--- src/rtl/result_writer_rgb888.sv ---
// rtl/result_writer_rgb888.sv - frame result writer: skid FIFO into raster-ordered BRAM writes
// Accepts one frame of result pixels after iStart and writes them to consecutive BRAM addresses.
module result_writer_rgb888 #(
  parameter int DATA_W     = 24,
  parameter int ADDR_W     = 17,
  parameter int OUT_WIDTH  = 38,
  parameter int OUT_HEIGHT = 270,
  parameter int BASE_ADDR  = 0,
  parameter int FIFO_DEPTH = 4
) (
  input  logic              iClk,
  input  logic              iRst,
  input  logic              iEn,
  input  logic              iStart,
  input  logic              iValid,
  input  logic [DATA_W-1:0] iData,
  output logic              oBusy,
  output logic              oCs,
  output logic              oWe,
  output logic [ADDR_W-1:0] oAddr,
  output logic [DATA_W-1:0] oData,
  output logic              oDone
);

  localparam int DEPTH  = OUT_WIDTH * OUT_HEIGHT;
  localparam int CNT_W  = $clog2(DEPTH + 1);
  localparam int PTR_W  = $clog2(FIFO_DEPTH);
  localparam int FCNT_W = PTR_W + 1;

  typedef enum logic [1:0] {S_IDLE, S_RUN, S_DONE} state_t;

  state_t             state_q, state_d;
  logic [CNT_W-1:0]   acc_cnt_q, acc_cnt_d;
  logic [CNT_W-1:0]   wr_cnt_q, wr_cnt_d;
  logic [PTR_W-1:0]   rd_ptr_q, rd_ptr_d;
  logic [PTR_W-1:0]   wr_ptr_q, wr_ptr_d;
  logic [FCNT_W-1:0]  fifo_cnt_q, fifo_cnt_d;
  logic               wr_q, wr_d;
  logic [ADDR_W-1:0]  addr_q, addr_d;
  logic [DATA_W-1:0]  data_q, data_d;
  logic [DATA_W-1:0]  fifo_mem [FIFO_DEPTH];
  logic               busy, push, pop;

  always_comb begin
    busy = (state_q != S_RUN) || (fifo_cnt_q == FCNT_W'(FIFO_DEPTH)) ||
           (acc_cnt_q == CNT_W'(DEPTH));
    push = (state_q == S_RUN) && iValid && !busy;
    pop  = (state_q == S_RUN) && iEn && (fifo_cnt_q != '0);

    state_d    = state_q;
    acc_cnt_d  = acc_cnt_q;
    wr_cnt_d   = wr_cnt_q;
    rd_ptr_d   = rd_ptr_q;
    wr_ptr_d   = wr_ptr_q;
    fifo_cnt_d = fifo_cnt_q;
    wr_d       = 1'b0;
    addr_d     = addr_q;
    data_d     = data_q;

    case (state_q)
      S_IDLE: begin
        if (iStart) begin
          state_d    = S_RUN;
          acc_cnt_d  = '0;
          wr_cnt_d   = '0;
          rd_ptr_d   = '0;
          wr_ptr_d   = '0;
          fifo_cnt_d = '0;
        end
      end
      S_RUN: begin
        if (push) begin
          wr_ptr_d  = wr_ptr_q + PTR_W'(1);
          acc_cnt_d = acc_cnt_q + CNT_W'(1);
        end
        if (pop) begin
          rd_ptr_d = rd_ptr_q + PTR_W'(1);
          wr_d     = 1'b1;
          data_d   = fifo_mem[rd_ptr_q];
          addr_d   = ADDR_W'(BASE_ADDR) + ADDR_W'(wr_cnt_q);
          wr_cnt_d = wr_cnt_q + CNT_W'(1);
          if (wr_cnt_q == CNT_W'(DEPTH - 1)) state_d = S_DONE;
        end
        // Push and pop on the same edge cancel out in the occupancy count.
        case ({push, pop})
          2'b10:   fifo_cnt_d = fifo_cnt_q + FCNT_W'(1);
          2'b01:   fifo_cnt_d = fifo_cnt_q - FCNT_W'(1);
          default: fifo_cnt_d = fifo_cnt_q;
        endcase
      end
      S_DONE:  state_d = S_IDLE;
      default: state_d = S_IDLE;
    endcase
  end

  always_ff @(posedge iClk or negedge iRst) begin
    if (!iRst) begin
      state_q    <= S_IDLE;
      acc_cnt_q  <= '0;
      wr_cnt_q   <= '0;
      rd_ptr_q   <= '0;
      wr_ptr_q   <= '0;
      fifo_cnt_q <= '0;
      wr_q       <= 1'b0;
      addr_q     <= '0;
      data_q     <= '0;
    end else begin
      state_q    <= state_d;
      acc_cnt_q  <= acc_cnt_d;
      wr_cnt_q   <= wr_cnt_d;
      rd_ptr_q   <= rd_ptr_d;
      wr_ptr_q   <= wr_ptr_d;
      fifo_cnt_q <= fifo_cnt_d;
      wr_q       <= wr_d;
      addr_q     <= addr_d;
      data_q     <= data_d;
    end
  end

  // FIFO storage needs no reset; occupancy and pointers define validity.
  always_ff @(posedge iClk) begin
    if (push) fifo_mem[wr_ptr_q] <= iData;
  end

  assign oBusy = busy;
  assign oCs   = wr_q;
  assign oWe   = wr_q;
  assign oAddr = addr_q;
  assign oData = data_q;
  assign oDone = (state_q == S_DONE);

endmodule

--- config.mk ---
export PLATFORM = sky130hd
export DESIGN_NAME = result_writer_rgb888
export DESIGN_NICKNAME = d
export VERILOG_FILES = /design/src/rtl/result_writer_rgb888.sv
export SDC_FILE = /design/constraint.sdc
export NUM_CORES = 1
export LEC_CHECK = 0
export BUFFER_PORTS_ARGS = -buffer_cell sky130_fd_sc_hd__buf_4
export CAP_MARGIN = 5
export CORE_ASPECT_RATIO = 1.5
export CORE_UTILIZATION = 58
export CTS_CLUSTER_DIAMETER = 40
export DETAILED_ROUTE_END_ITERATION = 10
export PLACE_DENSITY_LB_ADDON = 0.3
export SYNTH_ARGS = -nofsm -noshare
export SYNTH_HDL_FRONTEND = slang
export SYNTH_SLANG_ARGS = --single-unit
export TNS_END_PERCENT = 30
--- constraint.sdc ---
create_clock -name iClk -period 3.8 [get_ports iClk]
set_clock_uncertainty 0.1 [all_clocks]
set_input_delay 0.38 -clock iClk [delete_from_list [all_inputs] [get_ports iClk]]
set_output_delay 0.38 -clock iClk [all_outputs]
set_load 0.02 [all_outputs]
==> flow_metrics.py, run 1 <==
metrics = {
    "status": {
        "outcome": "complete, no violations",
    },
    "route": {
        "ant_nets": 0,
        "vias": 3869,
        "firstDrtPassIters": 4,
        "drc": 0,
        "vias_per_cell": 5.80,
        "initialDrtViolationCount": 183,
        "wl_per_cell_um": 18.7,
        "wl_um": 12400,
    },
    "worst_setup_path": {
        "worstReg2RegStart": "acc_cnt_q[0]",
        "path_cells": "inv_1 > ha_1 > or4b_1 > or4_4 > a21oi_1 > fa_1 > a211oi_1 > or3_1 > a32o_1",
        "endpoint": "fifo_cnt_q[2]",
        "cpLargestDelayFamily": "simple AND/OR/NAND/NOR gates",
        "r2r-end": "fifo_cnt_q[2]",
        "crit_path_max_incr_delay_ps": 620,
        "ff2ff_setup_slack_ps": 720,
        "crit_fanout": 14,
        "crit_buf_inv": 1,
        "worstPathArrival_ps": 3270,
        "cp-start-kind": "flop",
        "critPathLaunch": "acc_cnt_q[0]",
        "cp-end-kind": "flop",
        "critPathSlowestCell": "or4_4",
        "cp_num_cells": 9,
        "critPathRequiredTime_ps": 3990,
        "critPathKind": "reg -> reg",
        "reg2reg_depth": 9,
    },
    "clocking": {
        "clockBufferDepth": 2,
        "htreeDepth": 4,
        "clockRootBuffer": "clkbuf_16",
        "tritoncts": "done",
        "numClockSinks": 172,
        "clk_pin_slew_ps": 60,
        "insertion_delay_ps": 410,
        "cts_buffers": 17,
        "ctsHoldBuffers": 0,
        "post_cts_buffers": 0,
        "post_cts_resized": 0,
    },
    "power": {
        "power_mw": 6.02,
        "p_int_mw": 4.18,
        "seqPwrFrac": 0.464,
        "max-vdd-ir-drop_uv": 505,
        "p_leak_nw": 3.24,
        "netSwitchingFraction": 0.306,
        "p_switching_mw": 1.84,
        "p_comb_frac": 0.269,
        "pwr-share-clk": 0.267,
        "power_density_mw_per_mm2": 739,
    },
    "global_routing": {
        "grt.total_usage": 0.220,
        "grt-ovfl-total": 0,
        "grt_pass1_wl_um": 20500,
        "grt_max_degree": 77,
        "antenna_found_initial": 0,
        "grt_pass1_vias": 4123,
    },
    "sta": {
        "tns_ps": 0,
        "period_minus_slack_ps": 3080,
        "fin_ws_ps": 718,
        "setup_viol": 0,
        "relSlewSlack": 0.177,
        "slew_violations": 0,
        "finalHoldViolations": 0,
        "worst_slew_pin_slew_ps": 1240,
        "rsz0062_at_grt": "false",
        "fmax_ghz": 0.324,
        "fin_crit_sh": 0.811,
    },
    "die": {
        "die_height_um": 136,
        "die_w_um": 91.3,
        "pin_count": 74,
        "fp-row-count": 48,
        "dieArea_mm2": 0.0124,
        "core-area_mm2": 0.0116,
        "initial_core_util": 0.598,
    },
    "placed_design": {
        "hpwl_um": 7570,
        "port_buffers": 70,
        "dpl_worst_slack_ps": 752,
        "dp.cells": 635,
        "gp_congestion": 0.810,
    },
    "synth": {
        "ys_seq_area_frac": 0.690,
        "synth-edff-count": 96,
        "synth_top_area_frac": 0.416,
        "synth_top_cell_by_area": "edfxtp_1",
        "yosysMostFrequentCell": "edfxtp_1",
        "synthTopCellsByCount": "edfxtp_1, dfrtp_1, mux2_2, mux4_2",
        "synth_flop_cell": "edfxtp_1",
        "synth_cell_type_count": 49,
        "synthCells": 430,
        "yosys_warnings": 0,
        "syn_avg_cell_area_um2": 16.1,
        "async_flop_share": 0.442,
        "netlist_area_mm2": 0.00693,
        "synth_area_leaders": "edfxtp_1, dfrtp_1, mux4_2",
        "synth-seq-cells": 172,
    },
    "layout": {
        "post-route-util": 0.703,
        "layout.nets": 541,
        "syn_to_final_growth_pct": 17.5,
        "diodes": 0,
        "drive_gt1_frac": 0.335,
        "fill_cells": 720,
        "fin_cells": 667,
    },
    "hold_path": {
        "hold_class": "in -> async",
    },
    "job": {
        "cap_viol_max_count": 0,
    },
}
[routing by layer]
layer / global-route usage / share of wire / vias to the layer above
li1: - / - / 1760
met1: 0.258 / 0.39 / 2003
met2: 0.394 / 0.55 / 93
met3: 0.0509 / 0.038 / 13
met4: 0.0855 / 0.015 / 0
met5: 0 / 0 / -
[registers in the layout, summed over array words and instances (netlist names)]
name        flops
acc_cnt_q      14
fifo_cnt_q      3
fifo_mem       96
oAddr          14
oCs             1
oData          24
rd_ptr_q        2
state_q         2
wr_cnt_q       14
wr_ptr_q        2
[logic make-up (layout without fill, tap and decap cells)]
logic type	Yosys count	in the layout	share of synthesized area
compound gates	34	34	0.0327
xor+xnor	19	19	0.0240
mux	63	63	0.141
other cells	1	3	0.000541
flops	172	172	0.690
buf+inv	31	116	0.0191
fa+ha+maj	8	8	0.0155
simple gates	102	102	0.0772
[metrics by stage]
stage | hold WS [ps] | instance area, um2
floorplan | -15.6 | 6940
global placement | 366 | 7600
detailed placement | 386 | 7600
CTS | 52.7 | 8150
global route | 54.7 | 8150
finish | 25.0 | 8150
[area by class of cell]
class                      instances  area (um2)  area share
clock buffer                      20         437      0.0536
timing repair buffer              76         571      0.0700
sequential                       172        4790       0.587
multi-input combinational        229        2020       0.248
clock inverter                    12         113      0.0138
tap                              150         188      0.0230
inverter                           8        30.0     0.00369
[worst min-delay path by stage]
stage,from,slack (ps),cells after the start,end
final,iRst,30,1,acc_cnt_q[11]
after CTS,iData[21],50,1,fifo_mem[1][21]
after global placement,oAddr[12],370,2,oAddr[12]
after floorplan,iRst,-20,0,acc_cnt_q[0]
after detailed placement,oAddr[12],390,2,oAddr[12]
after global routing,iData[21],50,1,fifo_mem[1][21]
[placed cells by master (no fill, tap or decap), types with 5 or more instances in the layout]
master	netlist	layout
xnor2_1	7	7
nor3_1	5	5
o21ai_0	9	9
nand2_1	23	23
ha_1	7	7
dfrtp_1	76	75
buf_4	4	76
mux4_2	24	24
o31ai_1	5	5
a21oi_1	7	7
xor2_1	12	12
mux2_2	37	37
nand3_1	8	8
and3_1	7	7
nand4_1	11	11
nor2_1	23	23
inv_1	7	7
clkbuf_16	0	17
edfxtp_1	96	96
[worst register-to-register path, stage by stage (launching register included)]
cell	delay, ps
dfrtp_1	420
inv_1	120
ha_1	140
or4b_1	440
or4_4	620
a21oi_1	260
fa_1	250
a211oi_1	60
or3_1	310
a32o_1	250
[power by group through the flow]
stage,Sequential (mW),Combinational (mW),Clock (mW)
3_3_place_gp,2.80,1.57,0
2_1_floorplan,2.83,0.993,0
3_5_place_dp,2.82,1.63,0
6_report,2.80,1.62,1.61
5_1_grt,2.86,1.75,1.71
4_1_cts,2.80,1.65,1.63
Power figures use the tool's default switching activity.
==> inputs of run 2 (changes only) <==
==> constraint.sdc (replaced) <==
create_clock -name iClk -period 3.01 [get_ports iClk]
set_clock_uncertainty 0.1 [all_clocks]
set_input_delay 0.301 -clock iClk [delete_from_list [all_inputs] [get_ports iClk]]
set_output_delay 0.301 -clock iClk [all_outputs]
set_load 0.02 [all_outputs]
==> run 2 against run 1 <==
  * Final cell count grew 4.2%
  * Routed wire length rose by 5.3%
  * Die area is the same
==> flow_metrics.py, run 2 (same netlist as run 1, synthesis figures left out) <==
metrics = {
    "global_routing": {
        "grt_pass1_vias": 4278,
        "grt_pass1_wl_um": 21600,
        "grt_max_degree": 77,
        "grt.total_usage": 0.234,
        "grt-ovfl-total": 0,
        "antenna_found_initial": 0,
    },
    "layout": {
        "largest_reg_flops": 96,
        "final_common_cell": "edfxtp_1",
        "layout.nets": 569,
        "drive_gt1_frac": 0.328,
        "fin_cells": 695,
        "fill_cells": 712,
        "diodes": 0,
        "final_area_mm2": 0.00847,
        "final_cell_mix": "edfxtp_1, buf_4, dfrtp_1",
        "top_register": "fifo_mem",
        "syn_to_final_growth_pct": 22.2,
    },
    "worst_setup_path": {
        "ff2ff_setup_slack_ps": 150,
        "critPathSlowestCell": "or4_4",
        "path_cells": "inv_1 > ha_1 > or4b_1 > or4_4 > buf_4 > nand2_1 > buf_4",
        "cp-start-kind": "flop",
        "cp-end-kind": "output port",
        "crit_fanout": 13,
        "crit_path_max_incr_delay_ps": 540,
        "critPathKind": "reg -> out",
        "critPathRequiredTime_ps": 2610,
        "worstPathArrival_ps": 2460,
        "cpMostUsedCell": "buf_4",
    },
    "power": {
        "p_leak_nw": 3.37,
        "pwr-share-clk": 0.281,
        "netSwitchingFraction": 0.307,
        "power_density_mw_per_mm2": 922,
        "seqPwrFrac": 0.441,
        "p_int_mw": 5.41,
        "max-vdd-ir-drop_uv": 691,
        "p_switching_mw": 2.40,
        "p_comb_frac": 0.278,
    },
    "placed_design": {
        "dp.cells": 638,
        "dpl-instance-area_mm2": 0.00762,
        "gp_congestion": 0.803,
        "port_buffers": 70,
        "hpwl_um": 7700,
        "dpl_worst_slack_ps": 85.8,
    },
    "clocking": {
        "clockBufferDepth": 2,
        "insertion_delay_ps": 420,
        "htreeDepth": 4,
        "cts_buffers": 17,
        "tritoncts": "done",
        "clockRootBuffer": "clkbuf_16",
        "numClockSinks": 172,
        "clk_pin_slew_ps": 60,
    },
    "die": {
        "dieArea_mm2": 0.0124,
        "fp-row-count": 48,
        "die_w_um": 91.3,
        "die_height_um": 136,
        "core-area_mm2": 0.0116,
        "pin_count": 74,
        "initial_core_util": 0.598,
    },
    "sta": {
        "relSlewSlack": 0.332,
        "period_minus_slack_ps": 2870,
        "tns_ps": 0,
        "slew_violations": 0,
        "setup_viol": 0,
        "fin_crit_sh": 0.952,
        "fin_ws_ps": 144,
        "rsz0062_at_grt": "false",
        "fmax_ghz": 0.349,
        "finalHoldViolations": 0,
        "worst_slew_pin_slew_ps": 1000,
    },
    "route": {
        "vias": 4015,
        "wl_um": 13100,
        "ant_nets": 0,
        "firstDrtPassIters": 4,
        "drc": 0,
        "initialDrtViolationCount": 187,
        "wl_per_cell_um": 18.8,
        "vias_per_cell": 5.78,
    },
    "hold_path": {
        "hold_class": "in -> reg",
    },
    "status": {
        "outcome": "complete, no violations",
    },
    "job": {
        "cap_viol_max_count": 0,
    },
}
run 2: worst max-delay path, delay by kind of cell, from the launching register on:
family        cells  cell delay (ps)
buf+inv           3              470
flops             1              380
fa+ha+maj         1              160
simple gates      3             1060
run 2: through the flow:
stage                     power, mW  hold slack [ps]  utilization
after floorplan                4.83            -94.6            -
after global placement         5.53              366        0.657
after detailed placement       5.64              388        0.657
after CTS                      7.86              119        0.731
after global routing           8.17              167        0.731
final                          7.81              123        0.731
run 2: metal layers:
layer	part of all wire	track usage	wire length, um	up-vias
met4	0.015	0.0882	191	0
met1	0.40	0.271	5180	2058
met3	0.035	0.0554	462	27
met2	0.55	0.424	7260	105
li1	-	-	-	1825
met5	0	0	0	-
run 2: path summary, 6_finish.rpt:
kind,depth (start not counted),startpoint,endpoint
worst max-delay path,7,acc_cnt_q[1],oBusy
worst min-delay path,3,iStart,state_q[0]
worst max register to register,9,acc_cnt_q[1],fifo_cnt_q[2]
worst min register to register,2,oAddr[12],oAddr[12]
max in group asynchronous,2,iRst,rd_ptr_q[0]
min in group asynchronous,2,iRst,acc_cnt_q[11]
run 2: power by group through the flow:
stage | Combinational [mW] | Clock, mW | Sequential (mW)
finish | 2.17 | 2.19 | 3.45
global route | 2.34 | 2.31 | 3.52
CTS | 2.19 | 2.21 | 3.46
detailed placement | 2.14 | 0 | 3.49
global placement | 2.08 | 0 | 3.45
floorplan | 1.25 | 0 | 3.58
run 2: what timing repair did:
item | CTS | global route
buffers inserted | 0 | 0
hold buffers | 25 | 0
hold endpoints to repair | 159 | 0
setup endpoints to repair | 0 | 1
gates resized for setup | 0 | 1
run 2: cell type report:
class | instances | area, um2 | area share
sequential | 172 | 4790 | 0.565
multi-input combinational | 229 | 2030 | 0.239
timing repair buffer | 104 | 843 | 0.0995
clock buffer | 18 | 439 | 0.0518
tap | 150 | 188 | 0.0222
clock inverter | 14 | 158 | 0.0186
inverter | 8 | 30.0 | 0.00354
==> inputs of run 3 (changes only) <==
--- a/config.mk
+++ b/config.mk
@@ -12,6 +12,8 @@
 export CTS_CLUSTER_DIAMETER = 40
 export DETAILED_ROUTE_END_ITERATION = 10
 export PLACE_DENSITY_LB_ADDON = 0.3
+export REMOVE_ABC_BUFFERS = 1
+export SETUP_SLACK_MARGIN = 0.5
 export SYNTH_ARGS = -nofsm -noshare
 export SYNTH_HDL_FRONTEND = slang
 export SYNTH_SLANG_ARGS = --single-unit
==> run 3 against run 2 <==
  * Setup slack improved by 11 ps
  * Total power up 4.3%
  * Die area did not move
  * Sequential cell count did not move
  * Fmax grew 0.40%
  * Critical endpoint is now fifo_cnt_q[2]
  * Largest cell class unchanged
  * Largest power group unchanged
==> flow_metrics.py, run 3 (same netlist as run 1, synthesis figures left out) <==
metrics = {
    "status": {
        "outcome": "complete, no violations",
    },
    "worst_setup_path": {
        "path_cells": "inv_2 > ha_4 > or4b_4 > or4_4 > a21oi_4 > fa_2 > a211oi_1 > or3_1 > a32o_1",
        "ff2ff_setup_slack_ps": 160,
        "worstPathArrival_ps": 3060,
        "critPathKind": "reg -> reg",
        "cp-start-kind": "flop",
        "r2r-end": "fifo_cnt_q[2]",
        "cp-end-kind": "flop",
        "critPathRequiredTime_ps": 3220,
        "worstReg2RegStart": "acc_cnt_q[1]",
        "crit_path_max_incr_delay_ps": 530,
        "critPathSlowestCell": "or4_4",
        "reg2reg_depth": 9,
        "crit_fanout": 2,
    },
    "global_routing": {
        "met3_usage": 0.0520,
        "grt.total_usage": 0.247,
        "grt-ovfl-total": 0,
        "antenna_found_initial": 0,
        "grt_pass1_vias": 4407,
        "grt_max_degree": 77,
        "use_met1": 0.281,
        "grtUsageMet2": 0.457,
        "grt_pass1_wl_um": 22600,
        "grt.busiest_layer": "met2",
    },
    "route": {
        "wl_um": 14400,
        "ant_nets": 0,
        "wl_per_cell_um": 20.2,
        "firstDrtPassIters": 5,
        "drc": 0,
        "vias_per_cell": 5.86,
        "vias": 4169,
        "initialDrtViolationCount": 276,
    },
    "layout": {
        "final_cell_mix": "edfxtp_1, buf_4, dfrtp_1",
        "top_register": "fifo_mem",
        "final_area_mm2": 0.00877,
        "diodes": 0,
        "final_common_cell": "edfxtp_1",
        "largest_reg_flops": 96,
        "drive_gt1_frac": 0.371,
        "syn_to_final_growth_pct": 26.4,
        "layout.nets": 585,
    },
    "clocking": {
        "cts_buffers": 17,
        "clockBufferDepth": 2,
        "numClockSinks": 172,
        "clk_pin_slew_ps": 70,
        "htreeDepth": 4,
        "tritoncts": "done",
        "insertion_delay_ps": 420,
        "clockRootBuffer": "clkbuf_16",
    },
    "sta": {
        "finalHoldViolations": 0,
        "setup_viol": 0,
        "fmax_ghz": 0.350,
        "slew_violations": 0,
        "tns_ps": 0,
        "worst_slew_pin_slew_ps": 988,
        "rsz0062_at_grt": "true",
        "relSlewSlack": 0.341,
        "fin_crit_sh": 0.948,
        "period_minus_slack_ps": 2850,
    },
    "hold_path": {
        "worstHoldPathCells": 3,
        "hold_end": "state_q[0]",
        "hold_class": "in -> reg",
        "hold_start": "iStart",
    },
    "placed_design": {
        "gp_congestion": 0.821,
        "hpwl_um": 8070,
        "dpl-instance-area_mm2": 0.00764,
        "port_buffers": 70,
    },
    "die": {
        "core-area_mm2": 0.0116,
        "pin_count": 74,
        "dieArea_mm2": 0.0124,
        "die_height_um": 136,
        "die_w_um": 91.3,
        "fp-row-count": 48,
        "initial_core_util": 0.598,
    },
    "power": {
        "power_density_mw_per_mm2": 930,
        "p_leak_nw": 3.50,
        "max-vdd-ir-drop_uv": 700,
    },
    "job": {
        "cap_viol_max_count": 0,
    },
}
-- run 3: cell types whose count changed in the layout (fill, tap and decap cells not counted), sizes merged --
cell,before,now
buf,79,92
nand3,8,9
bufbuf,0,1
inv,13,16
clkbuf,18,19
clkinvlp,3,2
clkinv,4,2
-- run 3: metrics by stage --
stage                     total power, mW  utilization  cells  hold slack (ps)  worst slack, ps
after floorplan                      4.78            -    409            -94.6              159
after global placement               5.54        0.659    641              369              198
after global routing                 8.47        0.756    711              117             76.4
after detailed placement             5.67        0.659    641              376              128
final                                8.15        0.756    711              119              156
after CTS                            8.10        0.749    708              106              233
-- run 3: worst max-delay path by stage --
| stage | start | end | slack [ps] | depth (start not counted) |
|---|---|---|---|---|
| 3_3_place_gp | acc_cnt_q[0] | fifo_cnt_q[2] | 200 | 9 |
| 5_1_grt | acc_cnt_q[3] | fifo_cnt_q[2] | 80 | 7 |
| 2_1_floorplan | acc_cnt_q[0] | fifo_cnt_q[2] | 160 | 9 |
| 4_1_cts | acc_cnt_q[0] | fifo_cnt_q[2] | 230 | 9 |
| 3_5_place_dp | acc_cnt_q[0] | fifo_cnt_q[2] | 130 | 9 |
| 6_report | acc_cnt_q[1] | fifo_cnt_q[2] | 160 | 9 |
-- run 3: timing repair --
item / 4_1_cts / 5_1_grt
pin swaps: 1 / 1
gates cloned: 1 / 2
endpoints found under the hold margin: 172 / 0
setup buffers: 9 / 1
gates resized for setup: 21 / 11
hold buffers: 25 / 0
setup endpoints to repair: 108 / 110
-- run 3: cell type report --
| class | instances | area, um2 |
|---|---|---|
| Sequential cell | 172 | 4790 |
| Fill cell | 645 | 2820 |
| Multi-Input combinational cell | 230 | 2100 |
| Timing Repair Buffer | 119 | 1050 |
| Clock buffer | 18 | 439 |
| Tap cell | 150 | 188 |
| Clock inverter | 14 | 174 |
| Inverter | 8 | 30.0 |
-- run 3: report_power, final --
| part | internal (mW) | leakage [nW] | switching [mW] | total, mW |
|---|---|---|---|---|
| Combinational | 1.27 | 1.35 | 1.21 | 2.47 |
| Clock | 1.28 | 0.297 | 0.969 | 2.25 |
| Sequential | 3.05 | 1.85 | 0.372 | 3.43 |
| Total | 5.60 | 3.50 | 2.55 | 8.15 |
-- run 3: per-layer routing --
metal	routed length, um	part of all wire
met1	5440	0.38
met2	8080	0.56
met3	553	0.039
met4	292	0.020
met5	0	0
-- run 3: worst max-delay path, delay by kind of cell, from the launching register on --
| kind | cells | cell delay [ps] |
|---|---|---|
| adder cells (fa/ha/maj) | 2 | 360 |
| buffers and inverters | 1 | 100 |
| AO/OA/AOI/OAI | 3 | 480 |
| AND/OR/NAND/NOR | 3 | 1300 |
| flip-flops | 1 | 400 |
